**src/rtl/pcie_phy_pkg.sv**
```systemverilog
`default_nettype none
// ============================================================================
//  Module      : pcie_phy_pkg
//  Description : Shared PHY constants and the byte-lock FSM state type.
//  Revision    : 1.0 - initial release
// ============================================================================
package pcie_phy_pkg;

    // Width of one symbol on the serial link
    localparam int BYTE_W = 8;

    // Idle / alignment symbol, shared with the transmitter stage
    localparam logic [BYTE_W-1:0] COM_SYM = 8'hBC;

    // Byte-lock state machine
    typedef enum logic [1:0] {
        HUNT   = 2'd0,
        ALIGN  = 2'd1,
        LOCKED = 2'd2
    } rx_state_e;

endpackage : pcie_phy_pkg
`default_nettype wire

```
**src/rtl/com_detector.sv**
```systemverilog
`default_nettype none
// ============================================================================
//  Module      : com_detector
//  Description : Sliding 8-bit window over the serial stream plus COM compare.
//                The window includes the bit being sampled this cycle, so a
//                match is visible combinationally on the edge it completes.
//  Revision    : 1.0 - initial release
// ============================================================================
module com_detector
    import pcie_phy_pkg::*;
#(
    parameter logic [BYTE_W-1:0] COM_SYM = pcie_phy_pkg::COM_SYM
) (
    input  logic              clk32_f,
    input  logic              reset,
    input  logic              bit_i,
    output logic [BYTE_W-1:0] win_o,
    output logic              is_com_o
);

    // Only the seven older bits need storage; the newest comes from bit_i.
    logic [BYTE_W-2:0] sr_q;

    assign win_o    = {sr_q, bit_i};
    assign is_com_o = (win_o == COM_SYM);

    // Shift the window every cycle, regardless of lock state
    always_ff @(posedge clk32_f) begin
        if (reset) begin
            sr_q <= '0;
        end else begin
            sr_q <= win_o[BYTE_W-2:0];
        end
    end

endmodule : com_detector
`default_nettype wire

```
**src/rtl/serial_paralelo_rx.sv**
```systemverilog
`default_nettype none
// ============================================================================
//  Module      : serial_paralelo_rx
//  Description : Serial-to-parallel receiver on the 32x bit clock. Hunts for
//                COM, locks after COM_LOCK aligned COMs, then emits each
//                non-COM byte with a byte-rate valid flag (COM = idle).
//  Revision    : 1.0 - initial release
// ============================================================================
module serial_paralelo_rx
    import pcie_phy_pkg::*;
#(
    parameter logic [BYTE_W-1:0] COM_SYM  = pcie_phy_pkg::COM_SYM,
    parameter int                COM_LOCK = 4
) (
    input  logic              clk32_f,
    input  logic              reset,
    input  logic              data_in,
    output logic [BYTE_W-1:0] data_out,
    output logic              valid_out,
    output logic              active
);

    localparam logic [3:0] LOCK_N = 4'(COM_LOCK);

    logic [BYTE_W-1:0] w_win;
    logic              w_is_com;
    logic              w_boundary;

    rx_state_e         state_q,   state_d;
    logic [2:0]        bit_cnt_q, bit_cnt_d;
    logic [3:0]        com_cnt_q, com_cnt_d;
    logic [BYTE_W-1:0] data_q,    data_d;
    logic              valid_q,   valid_d;
    logic              active_q,  active_d;

    com_detector #(
        .COM_SYM (COM_SYM)
    ) u_com_detector (
        .clk32_f  (clk32_f),
        .reset    (reset),
        .bit_i    (data_in),
        .win_o    (w_win),
        .is_com_o (w_is_com)
    );

    assign w_boundary = (bit_cnt_q == 3'd7);

    // Next-state logic for the lock FSM, counters and output registers
    always_comb begin
        state_d   = state_q;
        bit_cnt_d = bit_cnt_q + 3'd1;
        com_cnt_d = com_cnt_q;
        data_d    = data_q;
        valid_d   = valid_q;
        active_d  = active_q;

        case (state_q)
            HUNT: begin
                // Any bit position may match; the match defines byte phase.
                if (w_is_com) begin
                    bit_cnt_d = 3'd0;
                    com_cnt_d = 4'd1;
                    if (LOCK_N == 4'd1) begin
                        state_d  = LOCKED;
                        active_d = 1'b1;
                    end else begin
                        state_d = ALIGN;
                    end
                end
            end

            ALIGN: begin
                if (w_boundary) begin
                    if (w_is_com) begin
                        if (com_cnt_q < LOCK_N) begin
                            com_cnt_d = com_cnt_q + 4'd1;
                        end
                        if (com_cnt_q + 4'd1 == LOCK_N) begin
                            state_d  = LOCKED;
                            active_d = 1'b1;
                        end
                    end else begin
                        state_d   = HUNT;
                        com_cnt_d = 4'd0;
                    end
                end
            end

            LOCKED: begin
                // COM is idle: drop valid but keep the last payload byte.
                if (w_boundary) begin
                    if (w_is_com) begin
                        valid_d = 1'b0;
                    end else begin
                        data_d  = w_win;
                        valid_d = 1'b1;
                    end
                end
            end

            default: begin
                state_d = HUNT;
            end
        endcase
    end

    // State and output registers; reset overrides everything
    always_ff @(posedge clk32_f) begin
        if (reset) begin
            state_q   <= HUNT;
            bit_cnt_q <= 3'd0;
            com_cnt_q <= 4'd0;
            data_q    <= '0;
            valid_q   <= 1'b0;
            active_q  <= 1'b0;
        end else begin
            state_q   <= state_d;
            bit_cnt_q <= bit_cnt_d;
            com_cnt_q <= com_cnt_d;
            data_q    <= data_d;
            valid_q   <= valid_d;
            active_q  <= active_d;
        end
    end

    assign data_out  = data_q;
    assign valid_out = valid_q;
    assign active    = active_q;

endmodule : serial_paralelo_rx
`default_nettype wire

```
**config.mk**
```make
export PLATFORM = sky130hd
export DESIGN_NAME = serial_paralelo_rx
export DESIGN_NICKNAME = d
export VERILOG_FILES = /design/src/rtl/pcie_phy_pkg.sv /design/src/rtl/com_detector.sv /design/src/rtl/serial_paralelo_rx.sv
export SDC_FILE = /design/constraint.sdc
export NUM_CORES = 1
export LEC_CHECK = 0
export CAP_MARGIN = 40
export CORE_MARGIN = 2
export CORE_UTILIZATION = 65
export CTS_BUF_LIST = sky130_fd_sc_hd__clkbuf_8
export CTS_CLUSTER_DIAMETER = 150
export CTS_CLUSTER_SIZE = 24
export DETAILED_ROUTE_END_ITERATION = 10
export DONT_BUFFER_PORTS = 1
export PLACE_DENSITY = 0.82
export SYNTH_ARGS = -nofsm -noshare
export SYNTH_HDL_FRONTEND = slang
export SYNTH_SLANG_ARGS = --single-unit
```
**constraint.sdc**
```tcl
create_clock -name clk32_f -period 2.5 [get_ports clk32_f]
set_input_delay 0.5 -clock clk32_f [delete_from_list [all_inputs] [get_ports clk32_f]]
set_output_delay 0.5 -clock clk32_f [all_outputs]
set_load 0.02 [all_outputs]
```
Word-level counts from Yosys, hierarchy flattened
Index checks and enable logic that the tools add are counted.
{"block": "totals", "elab_cells": 41, "inputBits": 3, "reg_bits": 26, "output_inout_bits": 10}
{"block": "op_classes", "order_cmp": 1, "reduce_logical": 7, "n_addsub": 2, "n_bitwise": 2, "eq_ne": 9, "muxes": 13}
{"operator": "two-way mux 4 bit", "n": 4}
{"operator": "AND reduction 4 bit", "n": 3}
{"operator": "equality test 8 bit, second input constant", "n": 1}
{"operator": "two-way mux 2 bit", "n": 4}
{"operator": "one-hot mux 4 bit (2 select lines)", "n": 1}
{"operator": "two-way mux 3 bit", "n": 2}
{"operator": "inequality test 3 bit, second input constant", "n": 2}
{"operator": "one-hot mux 2 bit (3 select lines)", "n": 1}
{"operator": "adder 4 x 1 -> 4 bit, second input constant", "n": 1}
{"operator": "equality test 4 x 3 -> 1 bit, second input constant", "n": 1}
{"operator": "less-than comparator 4 x 3 -> 1 bit, second input constant", "n": 1}
{"operator": "adder 3 x 1 -> 3 bit, second input constant", "n": 1}
{"operator": "equality test 3 bit, second input constant", "n": 1}
{"operator": "AND reduction 3 bit", "n": 1}
{"operator": "equality test 2 x 1 -> 1 bit, second input constant", "n": 1}
{"operator": "equality test 2 bit, second input constant", "n": 1}
{"operator": "zero test 2 bit", "n": 1}
{"operator": "inequality test 2 x 1 -> 1 bit, second input constant", "n": 1}
{"operator": "inequality test 2 bit, second input constant", "n": 1}
{"operator": "NOT 1 bit", "n": 2}
{"operator": "AND reduction 2 bit", "n": 1}
{"operator": "nonzero test 2 bit", "n": 1}
{"operator": "two-way mux 1 bit", "n": 1}

Longest topological paths before layout
{"block": "logic_depth", "depth_word": 6, "ltp_mapped": 7, "depth_no_buf": 6}

By module
A second synthesis with hierarchy kept.
{"block": "unflattened", "cells_unflattened": 115, "hier_area_um2": 1044.8}
{"mod": "serial_paralelo_rx", "area_each_um2": 825.8, "seq_area_each_um2": 380.4, "cells_each": 97, "n_inst": 1}
{"mod": "com_detector", "area_each_um2": 219.0, "seq_area_each_um2": 140.1, "cells_each": 18, "n_inst": 1}

Least setup slack after synthesis
OpenSTA, ideal clock, no wires.
{"block": "synth_path", "path_type": "register to register", "from": "register bit_cnt_q[0]", "to": "register data_q[0] (netlist: data_out[0])", "required_ns": 2.372, "path_buffers": 1, "slack_ns": 1.097, "stages_incl_launch_ff": 8, "period_less_slack_ns": 1.403, "arrival_ns": 1.276, "setup_ns": 0.128, "path_cell_list": "dfxtp_1 > ha_1 > ha_1 > nand3b_1 > a21oi_1 > buf_4 > mux2i_1 > nor2_1"}
{"block": "synth_via", "elab_chain_len": 2}
{"element": "start: declaration", "line": "serial_paralelo_rx.sv:30", "text": "logic [2:0] bit_cnt_q, bit_cnt_d;"}
{"element": "start signal: assignment", "line": "serial_paralelo_rx.sv:118", "text": "bit_cnt_q <= bit_cnt_d;"}
{"element": "equality test 3 bit", "line": "serial_paralelo_rx.sv:46", "text": "assign w_boundary = (bit_cnt_q == 3'd7);"}
{"element": "AND reduction 3 bit (no line)"}
{"element": "end signal: assignment", "line": "serial_paralelo_rx.sv:120", "text": "data_q <= data_d;"}
{"element": "end: declaration", "line": "serial_paralelo_rx.sv:32", "text": "logic [BYTE_W-1:0] data_q, data_d;"}
Every way passes these cells.
A chain may end at the register's enable or synchronous reset.

Worst setup path after layout
{"block": "layout_path", "from": "register bit_cnt_q[0]", "to": "register data_q[3] (netlist: data_out[3])"}
The elaborated chain is that of the path after synthesis.

==> impl_metrics.csv <==
group,metric,value,unit
layout,diodes,0,
routing,wl_met1,790,microns
routing,wl_per_cell,13.9,microns
routing,wl_met2,730,microns
clocking,root_buffer,"clkbuf_8",
place,dpl.hpwl,1.19,mm
routing,vias,693,
global_routing,overflow,0,
logic_synthesis,synth_seq_cells,26,
clocking,numCtsBuffers,3,
clocking,holdBufCountCts,0,
timing,clock.fmax,631,MHz
power_and_ir_drop,peakVddDrop,0.517,mV
clocking,clkTransAtPathRegs,0.08,ns
critical_path,cp-end-kind,"flop",
clocking,clk_latency,0.27,ns
floorplan,die_h,44.0,microns
global_routing,antenna_found_initial,0,
routing,postRouteAntennaNets,0,
power_and_ir_drop,p_sw_frac,0.181,
critical_path,crit_arrival,1.74,ns
logic_synthesis,avgSynthCellArea,10.4,sq um
layout,final_cells,118,
floorplan,core.rowCount,14,
routing,dr.pass1.iters,4,
routing,vias_per_cell,5.87,
timing,min_period,1.58,ns
place,gp_congestion,0.724,
run_status,outcome,"completed",
global_routing,grt_pass1_vias,654,
clocking,cts_resized,0,
routing,drc,0,
power_and_ir_drop,power_frac_clock,0.374,
clocking,cts_tree,"built",
critical_path,crit_path_max_fanout,9,
logic_synthesis,syn_area,1040,sq um
logic_synthesis,synth_top_area_cell,"dfxtp_1",
routing,wl_met3,84,microns
routing,drt_iter0_markers,5,
logic_synthesis,ys_top_cells_by_area,"dfxtp_1, mux2i_1, nor2b_1, ha_1, nor2_1",
floorplan,die_x,44.0,microns
place,io_buffers,0,
timing,worst_slew_pin_slew,0.305,ns
timing,finalSetupViolations,0,
layout,area_growth,6.51,%
logic_synthesis,synth_top_area_share,0.501,
floorplan,boundaryPins,13,
logic_synthesis,synthDistinctLibCells,31,
hold_path,min-delay-path-class,"input pin to flop",
floorplan,initial_core_util,0.689,
power_and_ir_drop,switchingPower,0.000125,W
routing,top_layer,"met4",
global_routing,grt_pass1_wl,2.89,mm
routing,drt-total-wl,1.65,mm
logic_synthesis,synth_edf_count,0,
logic_synthesis,yosysWarnings,0,
timing,fin_tns_setup,0,ns
clocking,cts_setup_buffers,0,
timing,finalMaxSlewViolations,0,
power_and_ir_drop,p_int,0.000567,W
logic_synthesis,syn_nets,107,
timing,finalHoldViolations,0,
clocking,cts-htree-levels,1,
timing,fin_crit_sh,0.633,
logic_synthesis,synthArstFlopShare,0,
floorplan,core,1510,sq um
power_and_ir_drop,p_comb_frac,0.014,
logic_synthesis,synthCells,100,
global_routing,grt_max_degree,24,
hold_path,hold_depth,1,
clocking,clk_path_buf_depth,2,
layout,fin_util,0.734,
timing,rsz0062_at_grt,"false",
global_routing,grt_usage,0.216,
power_and_ir_drop,p_leak,0.412,nW
floorplan,die_area,1930,sq um
critical_path,worstRegToRegCells,7,
timing,clock_skew,0.00408,ns
logic_synthesis,synth.yosys.seq_area_share,0.501,
power_and_ir_drop,seq_power_share,0.612,
place,placed_cells,114,
layout,drive_above_1_share,0.108,
layout,final_nets,110,
critical_path,cp_data_required_time,2.66,ns
logic_synthesis,synth_ff_type,"dfxtp_1",
critical_path,critPathKind,"flop to flop",
run,maxCapViolCount,0,
clocking,clkSinkCount,26,
power_and_ir_drop,p_per_area,626,nW/um^2
critical_path,critPathLaunchType,"flop",
timing,relSlewSlack,0.794,
## cell usage in the layout, fill, tap and decap left out, drive strengths merged, types with 2 or more instances in the layout
master  Yosys  layout
a21oi       5       5
a32o        2       2
and2        3       3
clkbuf      2       4
dfxtp      26      26
ha          4       4
inv         2       2
mux2i       8       8
nand2       6       6
nand3b      2       2
nor2       13      13
nor2b       9       9
nor4b       2       2
o21ai       2       2
## metal layers
metal | global-route usage | vias up
li1 | - | 352
met1 | 0.263 | 321
met2 | 0.321 | 15
met3 | 0.0833 | 5
met4 | 0.127 | 0
met5 | 0 | -
## Yosys cell counts (2+ instances only)
cell type  count
a32o_1         2
o21ai_0        2
nand3b_1       2
and2_1         2
a21oi_1        4
inv_1          2
nor4b_1        2
nand2_1        5
mux2i_1        8
nor2b_1        9
clkbuf_1       2
dfxtp_1       26
ha_1           4
nor2_1        13
## path summary, 6_finish.rpt
path | from | endpoint | slack [ns]
worst min register to register | bit_cnt_q[0] | bit_cnt_q[0] | 0.45
worst min-delay path | reset | com_cnt_q[0] | 0.29
worst max register to register | bit_cnt_q[0] | data_out[3] | 0.92
worst max-delay path | bit_cnt_q[0] | data_out[3] | 0.92
## cells by family after synthesis
kind of cell             after synthesis  synth area share
multiplexers                           8            0.0771
buffers and inverters                  5            0.0217
AO/OA/AOI/OAI                         14             0.112
AND/OR/NAND/NOR                       43             0.240
flip-flops                            26             0.501
adder cells (fa/ha/maj)                4            0.0482
## power by group through the flow
stage / clock, W / sequential (W) / combinational (W)
2_1_floorplan: 0 / 0.000432 / 0.0000121
3_3_place_gp: 0 / 0.000433 / 0.00000943
5_1_grt: 0.000281 / 0.000424 / 0.0000124
6_report: 0.000259 / 0.000423 / 0.00000988
4_1_cts: 0.000266 / 0.000423 / 0.0000100
3_5_place_dp: 0 / 0.000433 / 0.00000970
## stage by stage
step	hold slack [ns]	area, sq um	power [W]	setup slack (ns)
floorplan	0.398	1040	0.000444	1.10
global placement	0.406	1050	0.000442	1.00
detailed placement	0.438	1050	0.000443	0.922
CTS	0.283	1110	0.000700	0.899
global route	0.279	1110	0.000717	0.760
finish	0.289	1110	0.000692	0.916
## critical path, cell delays in order (launching register included)
cell and delay [ns]:
dfxtp_1 0.35, ha_1 0.15, ha_1 0.21, nand3b_1 0.13, a21oi_1 0.14, buf_4 0.22
mux2i_1 0.21, nor2_1 0.06
## state kept, by name, indices dropped and copies added (netlist names)
name,count
active,1
bit_cnt_q,3
com_cnt_q,4
data_out,8
state_q,2
u_com_detector.sr_q,7
valid_out,1
## cell type report
| class | count | area (sq um) |
|---|---|---|
| clock buffer | 4 | 55.1 |
| fill | 108 | 400 |
| inverter | 2 | 7.51 |
| multi-input combinational | 69 | 495 |
| sequential | 26 | 520 |
| tap | 16 | 20.0 |
| timing repair buffer | 1 | 7.51 |
No activity file was read; power rests on OpenSTA's default activity.
==> edit, RTL diff (config.mk and constraints unchanged) <==
Register the output `data_out` once more; this adds one clock of latency there. The other outputs are not delayed to match.
--- a/src/rtl/serial_paralelo_rx.sv
+++ b/src/rtl/serial_paralelo_rx.sv
@@ -125,3 +125,5 @@
 
-    assign data_out  = data_q;
+    always_ff @(posedge clk32_f) begin
+        data_out <= data_q;
+    end
     assign valid_out = valid_q;
Behaviour: no difference found for any inputs over 10 cycles, from zero or initial values and one cycle with reset high; that may be too few to reach the edited logic, so the function may still have changed.
==> edit against the original RTL <==
Sequential cell count increased by 8. Routed wire length rose by 9.2%. Count of clock-buffer cells in the layout is 1 higher. Area after synthesis up 16%. Cell area grew 18%. Global-route usage decreased by 0.29 points. Setup slack better by 27 ps. Die area up 14%. Total power increased by 33%. Critical endpoint is now data_q[6]$_SDFFE_PP0P_.
==> edit: results <==
{
  "timing.critical_path.max_delay_family": "adder cells",
  "gp_congestion": 0.711,
  "wl_met2_um": 788,
  "grt_pass1_wl_um": 3040,
  "clk_path_buf_depth": 2,
  "synth_seq_area_share_pct": 56.7,
  "wl_met1_um": 904,
  "reg2reg_to": "data_q[6]$_SDFFE_PP0P_",
  "critPathMaxFanout": 9,
  "grt_max_degree": 25,
  "cts_root_buf": "clkbuf_8",
  "drive_gt1_share_pct": 12.0,
  "routed.top_layer": "met4",
  "fin_nets": 124,
  "grtUsageMet3_pct": 9.23,
  "placed_area_sq_mm": 0.00122,
  "fmax_mhz": 643,
  "ir_drop_mv": 0.616,
  "antenna_found_initial": 0,
  "track_usage_pct": 21.3,
  "first_iter_violations": 16,
  "rr_worst_depth": 7,
  "slew-limit-headroom_pct": 79.1,
  "gr-usage-met2_pct": 29.3,
  "status": "finished clean",
  "async_flop_share_pct": 0,
  "synth-main-ff-cell": "dfxtp_1",
  "grt_pass1_vias": 714,
  "yosysWarnings": 0,
  "cp.arrival_ps": 1720,
  "worst_path_largest_cell_delay_ps": 330,
  "clock_skew_ps": 6.95,
  "power.internal_mw": 0.740,
  "whs_path_depth": 1,
  "dp.cells": 135,
  "path_clk_slew_ps": 60,
  "hold_buffers": 0,
  "met1_usage_pct": 26.5,
  "whs_ps": 288,
  "wl_met3_um": 57,
  "syn_avg_cell_area_sq_um": 10.7,
  "place_ws_ps": 957,
  "viasPerCell": 5.46,
  "cts_buffers": 5,
  "nFillCells": 136,
  "yosys-top-cells-area": "dfxtp_1 57%, mux2i_1 6.7%, nor2b_1 5.2%",
  "min_to": "com_cnt_q[0]$_SDFFE_PP0P_",
  "post-dp-hpwl_um": 1230,
  "rrSetupSlack_ps": 940,
  "synth_cell_type_count": 31,
  "reg_top3": "data_out x8, data_q x8, u_com_detector.sr_q x7",
  "ys_top_cells_by_count": "34 x dfxtp_1, 15 x nor2_1, 10 x nor2b_1, 8 x mux2i_1, 5 x nand2_1",
  "reg2reg_from": "bit_cnt_q[0]$_SDFF_PP0_",
  "p_leak_nw": 0.500,
  "portBuffers": 0,
  "fin_cells": 142,
  "htree_levels": 2,
  "post_cts.repair.setup_buffers": 0,
  "routedWlPerCell_um": 12.7
}
[edit: area by class of cell]
class	count	area, sq um	area share (%)
Clock buffer	5	68.8	5.28
Clock inverter	2	10.0	0.768
Inverter	3	11.3	0.864
Multi-Input combinational cell	72	494	37.9
Sequential cell	34	681	52.2
Tap cell	25	31.3	2.40
Timing Repair Buffer	1	7.51	0.576
[edit: power groups by stage]
| stage | Sequential, mW | Clock [mW] | Combinational (mW) |
|---|---|---|---|
| 3_5_place_dp | 0.563 | 0 | 0.0101 |
| 6_report | 0.551 | 0.359 | 0.00999 |
| 3_3_place_gp | 0.563 | 0 | 0.00970 |
| 5_1_grt | 0.552 | 0.391 | 0.0123 |
| 2_1_floorplan | 0.562 | 0 | 0.0120 |
| 4_1_cts | 0.551 | 0.368 | 0.0103 |
[edit: cells by family after synthesis]
family / Yosys count / synth area share, %
fa+ha+maj: 4 / 4.17
compound gates: 18 / 11.3
flops: 34 / 56.7
simple gates: 42 / 19.1
mux: 8 / 6.67
buf+inv: 6 / 2.19
